File: config.mk
export PLATFORM = sky130hd
export DESIGN_NAME = nibble_serial_adder_ctrl
export DESIGN_NICKNAME = d
export VERILOG_FILES = /design/src/rtl/nibble_serial_adder_ctrl.sv
export SDC_FILE = /design/constraint.sdc
export NUM_CORES = 1
export LEC_CHECK = 0
export BUFFER_PORTS_ARGS = -buffer_cell sky130_fd_sc_hd__buf_2
export CAP_MARGIN = 30
export CORE_MARGIN = 2
export CORE_UTILIZATION = 55
export CTS_BUF_LIST = sky130_fd_sc_hd__clkbuf_4
export CTS_CLUSTER_DIAMETER = 150
export DETAILED_ROUTE_END_ITERATION = 8
export PLACE_DENSITY = 0.82
export SKIP_CTS_REPAIR_TIMING = 1
export SLEW_MARGIN = 25
export SYNTH_ARGS = -nofsm -noshare
export SYNTH_HDL_FRONTEND = slang
export SYNTH_SLANG_ARGS = --single-unit
export TNS_END_PERCENT = 10
File: constraint.sdc
create_clock -name clk -period 3.12 [get_ports clk]
set_clock_uncertainty 0.05 [all_clocks]
set_input_delay 0.156 -clock clk [delete_from_list [all_inputs] [get_ports clk]]
set_output_delay 0.156 -clock clk [all_outputs]
set_load 0.02 [all_outputs]
File: src/rtl/nibble_serial_adder_ctrl.sv
// Adds two W-bit operands (W = 4*NIBBLES) by reusing one 4-bit ripple slice, one nibble per cycle. Optional macro: OVERFLOW_FLAG_EN.
// Latency: operands accepted at edge k give out_valid after edge k+NIBBLES; peak rate is one result per NIBBLES+2 cycles.
// Backpressure: in_ready is high only in IDLE; the result is held in DONE until out_ready is sampled high.
module nibble_serial_adder_ctrl #(
    parameter int NIBBLES = 4
) (
    input  logic                   clk,
    input  logic                   rst_n,
    input  logic                   in_valid,
    output logic                   in_ready,
    input  logic [4*NIBBLES-1:0]   a,
    input  logic [4*NIBBLES-1:0]   b,
    input  logic                   cin,
    output logic                   out_valid,
    input  logic                   out_ready,
    output logic [4*NIBBLES-1:0]   sum,
    output logic                   carry_out
`ifdef OVERFLOW_FLAG_EN
  , output logic                   overflow
`endif
);

    localparam int W     = 4 * NIBBLES;
    localparam int IDX_W = $clog2(NIBBLES);
    localparam logic [IDX_W-1:0] LAST_IDX = IDX_W'(NIBBLES - 1);

    typedef enum logic [1:0] {IDLE, RUN, DONE} state_t;

    state_t           state;
    logic [IDX_W-1:0] idx;
    logic [W-1:0]     a_q;
    logic [W-1:0]     b_q;
    logic             carry_q;

    logic [3:0]       slice_a;
    logic [3:0]       slice_b;
    logic [3:0]       slice_s;
    logic [4:0]       chain;

    // The single shared slice: chain[3] is the carry into the slice MSB, chain[4] its carry out.
    always_comb begin
        slice_a  = a_q[{idx, 2'b00} +: 4];
        slice_b  = b_q[{idx, 2'b00} +: 4];
        chain    = '0;
        slice_s  = '0;
        chain[0] = carry_q;
        for (int i = 0; i < 4; i++) begin
            slice_s[i]   = slice_a[i] ^ slice_b[i] ^ chain[i];
            chain[i + 1] = (slice_a[i] & slice_b[i]) | (chain[i] & (slice_a[i] ^ slice_b[i]));
        end
    end

    always_ff @(posedge clk or negedge rst_n) begin
        if (!rst_n) begin
            state     <= IDLE;
            in_ready  <= 1'b1;
            out_valid <= 1'b0;
            sum       <= '0;
            carry_out <= 1'b0;
            idx       <= '0;
            carry_q   <= 1'b0;
            a_q       <= '0;
            b_q       <= '0;
`ifdef OVERFLOW_FLAG_EN
            overflow  <= 1'b0;
`endif
        end else begin
            case (state)
                IDLE: begin
                    if (in_valid) begin
                        a_q      <= a;
                        b_q      <= b;
                        carry_q  <= cin;
                        idx      <= '0;
                        in_ready <= 1'b0;
                        state    <= RUN;
                    end
                end
                RUN: begin
                    sum[{idx, 2'b00} +: 4] <= slice_s;
                    carry_q                <= chain[4];
                    if (idx == LAST_IDX) begin
                        // Top nibble: publish the result and park idx so it never wraps.
                        carry_out <= chain[4];
`ifdef OVERFLOW_FLAG_EN
                        overflow  <= chain[4] ^ chain[3];
`endif
                        idx       <= '0;
                        out_valid <= 1'b1;
                        state     <= DONE;
                    end else begin
                        idx <= idx + IDX_W'(1);
                    end
                end
                DONE: begin
                    if (out_ready) begin
                        out_valid <= 1'b0;
                        in_ready  <= 1'b1;
                        state     <= IDLE;
                    end
                end
                default: begin
                    out_valid <= 1'b0;
                    in_ready  <= 1'b1;
                    idx       <= '0;
                    state     <= IDLE;
                end
            endcase
        end
    end

endmodule

Word-level counts from Yosys, hierarchy flattened
Cells that the tools add are included.
{"block": "totals", "out_inout_bits": 19, "in_bits": 37, "ff_bits": 56}
{"block": "classes", "n_addsub": 2, "n_reduce_logical": 9, "shift": 4, "bitwise_logic": 23, "mux": 16, "n_eq_ne": 6}
{"op": "$shiftx 16x5->4", "count": 2}
{"op": "$bwmux 16", "count": 1}
{"op": "$shift 4x6->16 const A", "count": 1}
{"op": "$shiftx 4x6->16", "count": 1}
{"op": "$pmux 2 s3", "count": 2}
{"op": "$mux 2", "count": 5}
{"op": "$reduce_and 3->1", "count": 3}
{"op": "$and 1x1->1", "count": 8}
{"op": "$reduce_and 2->1", "count": 4}
{"op": "$xor 1x1->1", "count": 8}
{"op": "$ne 2x2->1 const B", "count": 3}
{"op": "$neg 4->6", "count": 1}
{"op": "$pmux 1 s3", "count": 2}
{"op": "$mux 1", "count": 5}
{"op": "$eq 2x2->1 const B", "count": 2}
{"op": "$or 1x1->1", "count": 4}
{"op": "$not 1->1", "count": 3}
{"op": "$add 2x1->2 const B", "count": 1}
{"op": "$eq 2x1->1 const B", "count": 1}
{"op": "$logic_not 2->1", "count": 1}
{"op": "$pmux 1 s2", "count": 1}
{"op": "$reduce_bool 2->1", "count": 1}

Logic depth before layout (Yosys ltp)
Gate-level depths: netlist (run 1).
{"block": "depth", "word_depth": 11, "ltp_mapped": 10, "depth_no_buf": 9}

Worst setup path before layout (run 1)
OpenSTA, ideal clock, no wires.
{"block": "synth_timing", "kind": "reg2reg", "startpoint": "reg idx[0]", "endpoint": "reg sum[3]", "synth_period_minus_slack_ps": 2728, "arrival_ps": 2595, "stages_incl_launch_ff": 11, "path_slack_ps": 392, "path_cell_list": "dfrtp_1 -> buf_6 -> mux4_1 -> inv_1 -> fa_1 -> fa_1 -> inv_1 -> fa_1 -> fa_1 -> nand3_1 -> o21ai_0"}
{"block": "synth_via", "elab_chain_len": 11, "word_cells_on_any_way": 23}
{"item": "from (decl)", "line": "30", "text": "logic [IDX_W-1:0] idx;"}
{"item": "from (signal assigned)", "line": "92", "text": "idx <= idx + IDX_W'(1);"}
{"item": "$shiftx 16x5->4, on equally long branches", "line": "42, 43"}
{"item": "$xor 1x1->1", "line": "48, 49"}
{"item": "$and 1x1->1", "line": "49", "text": "chain[i + 1] = (slice_a[i] & slice_b[i]) | (chain[i] & (slice_a[i] ^ slice_b[i]));"}
{"item": "$or 1x1->1", "line": "49"}
{"item": "$and 1x1->1", "line": "49"}
{"item": "$or 1x1->1", "line": "49"}
{"item": "$and 1x1->1", "line": "49"}
{"item": "$or 1x1->1", "line": "49"}
{"item": "$xor 1x1->1", "line": "48", "text": "slice_s[i] = slice_a[i] ^ slice_b[i] ^ chain[i];"}
{"item": "$shiftx 4x6->16", "line": "80", "text": "sum[{idx, 2'b00} +: 4] <= slice_s;"}
{"item": "$bwmux 16 (*)", "line": "80"}
{"item": "to (signal, indexed assignment)", "line": "80"}
{"item": "to (decl)", "line": "16", "text": "output logic [4*NIBBLES-1:0] sum,"}
Every way passes the cells marked *; elsewhere a longest branch is shown, timed or not.
A chain may end at the register's enable or synchronous reset.

Final worst setup path (run 1)
{"block": "layout_timing", "startpoint": "reg idx[0]", "endpoint": "reg sum[7]"}
Same word-level chain as after synthesis.

==> results of run 1 <==
[through the flow]
step	std cells	area, um2	hold slack [ns]	setup slack (ns)	utilization, %
2_1_floorplan	201	2684	-0.1896	0.3922	-
5_1_grt	359	3402	0.009773	0.06851	72.03
4_1_cts	326	3072	-0.1564	0.2567	65.03
3_3_place_gp	318	2992	0.2549	0.4162	63.34
3_5_place_dp	318	2992	0.2585	0.3114	63.34
6_report	359	3402	0.01112	0.2524	72.03
[state kept, by name, indices dropped and copies added, names as in the netlist]
signal	cells
a_q	16
b_q	16
sum	16
idx	2
state	2
carry_out	1
carry_q	1
in_ready	1
out_valid	1
[synthesized netlist by cell type]
| cell | number |
|---|---|
| a21oi_1 | 2 |
| a22o_1 | 1 |
| a22o_2 | 1 |
| a22oi_1 | 1 |
| and2b_1 | 1 |
| and2b_2 | 1 |
| buf_2 | 2 |
| buf_6 | 5 |
| buf_8 | 1 |
| clkbuf_1 | 2 |
| dfrtp_1 | 55 |
| dfstp_2 | 1 |
| fa_1 | 4 |
| ha_1 | 6 |
| inv_1 | 10 |
| mux2_2 | 32 |
| mux2_4 | 1 |
| mux2i_1 | 1 |
| mux4_1 | 8 |
| nand2_1 | 23 |
| nand2b_1 | 1 |
| nand3_1 | 7 |
| nand3b_1 | 4 |
| nor2_1 | 7 |
| nor2b_1 | 1 |
| nor2b_4 | 1 |
| nor3b_1 | 1 |
| nor4bb_1 | 1 |
| o21ai_0 | 10 |
| o22a_1 | 1 |
| o31ai_1 | 8 |
| or3_4 | 1 |
[report_power, final]
part           total (uW)  internal (uW)  switching [uW]
clock network         389            168             222
logic                1720            838             885
registers            1250           1040             209
[critical path: cells and delay by family, from the launching register on]
family / cells / cell delay [ns]
compound gates: 1 / 0.18
buf+inv: 3 / 0.34
fa+ha+maj: 3 / 1.12
simple gates: 1 / 0.09
flops: 1 / 0.44
mux: 1 / 0.56
[per-layer routing]
metal | wire length [um] | global-route usage [%] | vias to the layer above
li1 | - | - | 892
met1 | 2347 | 26.04 | 903
met2 | 2613 | 31.25 | 62
met3 | 230 | 3.704 | 8
met4 | 73 | 3.636 | 0
met5 | 0 | 0 | -
[how the worst min path moves through the flow]
stage	to	slack (ns)	cells after the start
2_1_floorplan	a_q[0]	-0.19	0
6_report	state[1]	0.01	3
5_1_grt	state[1]	0.01	3
3_3_place_gp	out_valid	0.25	1
4_1_cts	sum[12]	-0.16	1
3_5_place_dp	sum[12]	0.26	1
[layout make-up]
cell class | instances | area [um2] | area share (%)
tap | 67 | 83.83 | 2.464
clock inverter | 3 | 42.54 | 1.250
inverter | 10 | 37.54 | 1.103
multi-input combinational | 125 | 1155 | 33.95
timing repair buffer | 93 | 643.1 | 18.90
clock buffer | 5 | 37.54 | 1.103
sequential | 56 | 1403 | 41.23
[kinds of logic after synthesis]
| kind of cell | Yosys count | synth area share, % |
|---|---|---|
| flip-flops | 56 | 52.26 |
| multiplexers | 42 | 22.19 |
| buffers and inverters | 20 | 4.709 |
| AND/OR/NAND/NOR | 49 | 9.278 |
| adder cells (fa/ha/maj) | 10 | 5.781 |
| AO/OA/AOI/OAI | 24 | 5.781 |
==> metrics, run 1 <==
status finished, final reports clean; CTS Sinks 56; Critical Path Sink sum[7]; syn_nets 248; Synth cell types 32; Worst Setup End Kind register; most frequent cells in the layout 55 x dfrtp_1, 55 x buf_2, 33 x dlygate4sd3_1; TritonCTS clock tree yes; Seq/Total Area, Yosys 52.26%; Vias/cell 5.195; overall power 3364 uW; fill cell count 318; IO Port Bufs 55; post-synth top area share 51.28%; GR Util All Layers 18.80%; Site Rows 25; hold_sp out_ready; worst r2r src idx[0]; Gate Count Post-Synth 201; cell accounting for the most synthesized area dfrtp_1; Max Root-Sink Buffers 2; crit-path cells buf_4, mux4_1, inv_1, fa_1, inv_1, fa_1, fa_1, nand3_1, o21ai_0; vias in the first global route 1,708; die height 73.86 um; final weighted congestion in routability-driven placement 0.8687; R2R Path End sum[7]; Max IR drop VDD 728.8 uV; Post-DP HPWL 3537 um; Reg2Reg Depth 9; Worst slew margin 44.26%; Required @ worst endpoint 3.34 ns; H-tree Lvls 2; Routed Antenna Nets 0; fin crit share 91.91%; first-pass GRT wire length 7859 um; kind of critical path register to register; #FFs+latches synth 56; Overflow after GRT 0; core footprint 4723 um2; Avg Inst Size Synth 13.35 um2; Clk pin slew, worst setup/hold paths 0.16 ns; final WL 5265 um; Initial Util 56.82%; io pins 56; layout cells sized above 1 36.30%; Root Driver clkbuf_4; Final nets 338; RSZ-0062 raised after global routing false; n_diodes 0; max-slew violation count 0; Fmax achieved 348.7 MHz; synth top area cells dfrtp_1 51%, mux2_2 13%, mux4_1 7.8%; r2r setup slk 0.25 ns; pwr dens 988.9 nW/um2; CP most frequent cell fa_1; Layout area overhead 26.76%; TritonCTS buffer count 5; worst setup path start idx[0]; worst-path fanout max 6; DR pass1 iterations 4; Skew-Pair Late Insertion Delay 0.37 ns; Leak Pwr 0.001598 uW; largest net degree at the start of global routing 40; synthesized area 2684 um2; # DRC 0; Min-Delay Path Class input port to register; via count 1,865; Setup TNS 0 ns; Slowest cell on crit path fa_1; Worst Tran Pin Value 0.8362 ns; slowest stage delay, CP 0.57 ns; YS warnings 0; Setup crit start kind register; Chip Width 73.86 um; initial antenna violation count 0; Final min period 2.868 ns; Final setup viols 0; Avg WL per Cell 14.67 um; Max-Cap Viols 0; die area 5455 um2; 1st-iter DRT viols 116; Fin. Hold Viols 0; Worst EP arrival 3.09 ns
Power figures use the tool's default switching activity.
==> run 2: changes to the inputs <==
--- a/config.mk
+++ b/config.mk
@@ -5,16 +5,15 @@
 export SDC_FILE = /design/constraint.sdc
 export NUM_CORES = 1
 export LEC_CHECK = 0
-export BUFFER_PORTS_ARGS = -buffer_cell sky130_fd_sc_hd__buf_2
 export CAP_MARGIN = 30
 export CORE_MARGIN = 2
 export CORE_UTILIZATION = 55
 export CTS_BUF_LIST = sky130_fd_sc_hd__clkbuf_4
 export CTS_CLUSTER_DIAMETER = 150
 export DETAILED_ROUTE_END_ITERATION = 8
-export PLACE_DENSITY = 0.82
+export DONT_BUFFER_PORTS = 1
+export PLACE_DENSITY = 0.72
 export SKIP_CTS_REPAIR_TIMING = 1
-export SLEW_MARGIN = 25
 export SYNTH_ARGS = -nofsm -noshare
 export SYNTH_HDL_FRONTEND = slang
 export SYNTH_SLANG_ARGS = --single-unit
==> metrics, run 2 (same netlist as run 1, synthesis figures left out) <==
status complete, but fails checks; failing checks hold timing; CP most frequent cell fa_1; vias in the first global route 1,633; n_diodes 0; max-slew violation count 0; first-pass GRT wire length 7790 um; Max IR drop VDD 581.6 uV; final weighted congestion in routability-driven placement 0.8947; Site Rows 25; Min-Delay Path Class input port to register; H-tree Lvls 2; # DRC 0; Initial Util 56.82%; Clk pin slew, worst setup/hold paths 0.17 ns; Setup TNS 0 ns; via count 1,713; Required @ worst endpoint 3.37 ns; Final min period 3.010 ns; commonest non-fill, non-tap cell in the layout dfrtp_1; final std cell area, no fill 3152 um2; io pins 56; Worst Setup End Kind register; CTS Sinks 56; core footprint 4723 um2; Overflow after GRT 0; Fin. Hold Viols 1; Chip Width 73.86 um; GR Util All Layers 18.84%; pwr dens 1034 nW/um2; layout cells sized above 1 21.34%; IO Port Bufs 0; Worst slew margin 69.64%; Routed Antenna Nets 0; final WL 5249 um; Layout area overhead 17.44%; Max Root-Sink Buffers 2; slowest stage delay, CP 0.58 ns; worst-path fanout max 6; Slowest cell on crit path mux4_1; DR pass1 iterations 4; fin crit share 96.46%; Placed Area 2709 um2; Worst EP arrival 3.26 ns; Vias/cell 5.598; worst hold slack -0.01928 ns; Post-DP HPWL 3542 um; 1st-iter DRT viols 147; Skew-Pair Late Insertion Delay 0.39 ns; crit-path cells mux4_1, inv_1, fa_1, fa_1, inv_1, fa_1, fa_1, nand3_1, o21ai_0; Worst Tran Pin Value 0.4545 ns; Max-Cap Viols 0; Final nets 285; initial antenna violation count 0; Setup crit start kind register; Leak Pwr 0.001366 uW; kind of critical path register to register; TritonCTS buffer count 5; die area 5455 um2; RSZ-0062 raised after global routing false; die height 73.86 um; most frequent cells in the layout 55 x dfrtp_1, 35 x dlygate4sd3_1, 32 x mux2_2; Fmax achieved 332.3 MHz; overall power 3260 uW; Avg WL per Cell 17.15 um; top flop regs a_q x16, b_q x16, sum x16; largest net degree at the start of global routing 57; TritonCTS clock tree yes; Root Driver clkbuf_4; Final setup viols 0
run 2: cell types whose count changed in the layout (fill, tap and decap cells not counted), sizes merged:
cell	delta
buf	-55
bufinv	-1
dlygate4sd3	+2
inv	+1
run 2: worst paths after layout:
check | from | end | slack, ns | cells past startpoint
max | idx[0] | sum[3] | 0.11 | 9
min | in_valid | carry_q | -0.02 | 3
max reg2reg | idx[0] | sum[3] | 0.11 | 9
min reg2reg | b_q[8] | b_q[8] | 0.48 | 1
max in group asynchronous | rst_n | in_ready | 2.48 | 2
min in group asynchronous | rst_n | sum[11] | 0.22 | 2
run 2: where the power goes:
part	switching [uW]	leakage (uW)	internal, uW
logic	777	0.000641	784
clock network	243	0.0000333	95.2
registers	318	0.000692	1040
run 2: layer usage:
layer	global-route usage, %	part of all wire, %	vias up
li1	-	-	793
met1	23.62	39	849
met2	30.85	54	63
met3	5.761	5.8	8
met4	6.869	1.2	0
met5	0	0	-
run 2: cell type report:
type,count,area (um2)
sequential,56,1403
fill,327,1572
clock inverter,3,27.53
inverter,10,37.54
multi-input combinational,125,1155
tap,67,83.83
clock buffer,5,37.54
timing repair buffer,40,407.9
run 2: critical path: cells and delay by family (launching register included):
family | cells | cell delay, ns
flops | 1 | 0.52
fa+ha+maj | 4 | 1.32
buf+inv | 2 | 0.14
simple gates | 1 | 0.10
compound gates | 1 | 0.21
mux | 1 | 0.58
run 2: through the flow:
stage	util, %	instances	setup WS (ns)
2_1_floorplan	-	201	0.3922
3_3_place_gp	57.35	262	0.3127
3_5_place_dp	57.35	262	0.1411
4_1_cts	58.73	270	0.09764
5_1_grt	66.73	306	0.03689
6_report	66.73	306	0.1104
==> run 3: changes to the inputs <==
==> constraint.sdc (replaced) <==
create_clock -name clk -period 3.12 [get_ports clk]
set_clock_uncertainty 0.05 [all_clocks]
set_input_delay 0.624 -clock clk [delete_from_list [all_inputs] [get_ports clk]]
set_output_delay 0.624 -clock clk [all_outputs]
set_load 0.02 [all_outputs]
==> metrics, run 3 (same netlist as run 1, synthesis figures left out) <==
Worst Setup End Kind register; Setup TNS 0 ns; core footprint 4723 um2; Setup crit start kind register; layout cells sized above 1 25.00%; Util after Layout 59.31%; IO Port Bufs 0; die height 73.86 um; pwr dens 1145 nW/um2; Max Root-Sink Buffers 2; Final setup viols 0; Skew-Pair Late Insertion Delay 0.38 ns; Layout area overhead 4.382%; CTS Sinks 56; kind of critical path register to register; Fin. Hold Viols 0; crit-path cells mux4_1, inv_1, fa_1, fa_1, inv_1, fa_1, fa_1, nand3_1, o21ai_0; vias in the first global route 1,633; Max-Cap Viols 0; Initial Util 56.82%; Avg WL per Cell 17.51 um; Final min period 3.011 ns; Worst EP arrival 3.26 ns; worst-path fanout max 6; io pins 56; Min-Delay Path Class input port to async pin; worst r2r src idx[0]; overall power 3208 uW; Fmax achieved 332.1 MHz; Vias/cell 5.749; CP most frequent cell fa_1; largest net degree at the start of global routing 57; Post-DP HPWL 3542 um; worst hold slack 0.01463 ns; 1st-iter DRT viols 126; commonest non-fill, non-tap cell in the layout dfrtp_1; Clk pin slew, worst setup/hold paths 0.16 ns; Overflow after GRT 0; Worst Tran Pin Value 0.4586 ns; fin crit share 96.52%; # DRC 0; initial antenna violation count 0; final weighted congestion in routability-driven placement 0.8947; Final nets 250; H-tree Lvls 2; slowest stage delay, CP 0.58 ns; top flop regs a_q x16, b_q x16, sum x16; TritonCTS buffer count 5; max-slew violation count 0; status finished, final reports clean; Root Driver clkbuf_4; most frequent cells in the layout 55 x dfrtp_1, 32 x mux2_2, 23 x nand2_1; final WL 4744 um; Reg2Reg Depth 9; n_diodes 0; fill cell count 361; die area 5455 um2; Leak Pwr 0.001220 uW; DR pass1 iterations 4; Site Rows 25; Slowest cell on crit path mux4_1; via count 1,558; GR Util All Layers 18.84%; r2r setup slk 0.11 ns; first-pass GRT wire length 7790 um; Chip Width 73.86 um; TritonCTS clock tree yes; Worst slew margin 69.36%; Required @ worst endpoint 3.37 ns; RSZ-0062 raised after global routing false; Routed Antenna Nets 0; Max IR drop VDD 588.9 uV; R2R Path End sum[3]
run 3: changes by cell type in the layout (fill, tap and decap cells not counted), sizes merged:
cell,previous run,this run
dlygate4sd3,35,0
run 3: report_power, final:
group,internal (uW),leakage (uW),total (uW),switching [uW]
logic,755,0.000495,1520,765
registers,1040,0.000692,1360,315
clock network,95.2,0.0000333,331,236
total,1890,0.00122,3210,1320
run 3: worst max path at each step:
stage	startpoint	cells after the start	endpoint	slack, ns
after global routing	idx[0]	9	sum[3]	0.04
after floorplan	idx[0]	10	sum[3]	0.39
after detailed placement	idx[0]	9	sum[3]	0.14
after CTS	idx[0]	9	sum[3]	0.1
after global placement	idx[0]	9	sum[15]	0.31
final	idx[0]	9	sum[3]	0.11
run 3: layer usage:
layer	GRT usage, %	vias to the layer above	wire length [um]	share of wire (%)
met3	5.761	6	314	6.6
met4	6.869	0	48	1.0
met5	0	-	0	0
li1	-	719	-	-
met2	30.85	66	2463	52
met1	23.62	767	1917	40
run 3: area by class of cell:
cell class                 instances  area (um2)  area share [%]
clock inverter                     3       27.53          0.9826
inverter                          10       37.54           1.340
sequential                        56        1403           50.07
multi-input combinational        125        1155           41.22
tap                               67       83.83           2.992
clock buffer                       5       37.54           1.340
timing repair buffer               5       57.56           2.054
run 3: worst max-delay path: cells and delay by family (launching register included):
kind / cells / cell delay (ns)
and+or+nand+nor: 1 / 0.10
DFF: 1 / 0.52
buffers and inverters: 2 / 0.14
adders and majority gates: 4 / 1.33
AOI/OAI and AO/OA: 1 / 0.22
muxes: 1 / 0.58
run 3: through the flow:
stage	cells	worst slack, ns	cell area, um2
2_1_floorplan	201	0.3922	2684
3_3_place_gp	262	0.3127	2709
3_5_place_dp	262	0.1411	2709
4_1_cts	270	0.09764	2774
5_1_grt	271	0.03892	2801
6_report	271	0.1087	2801
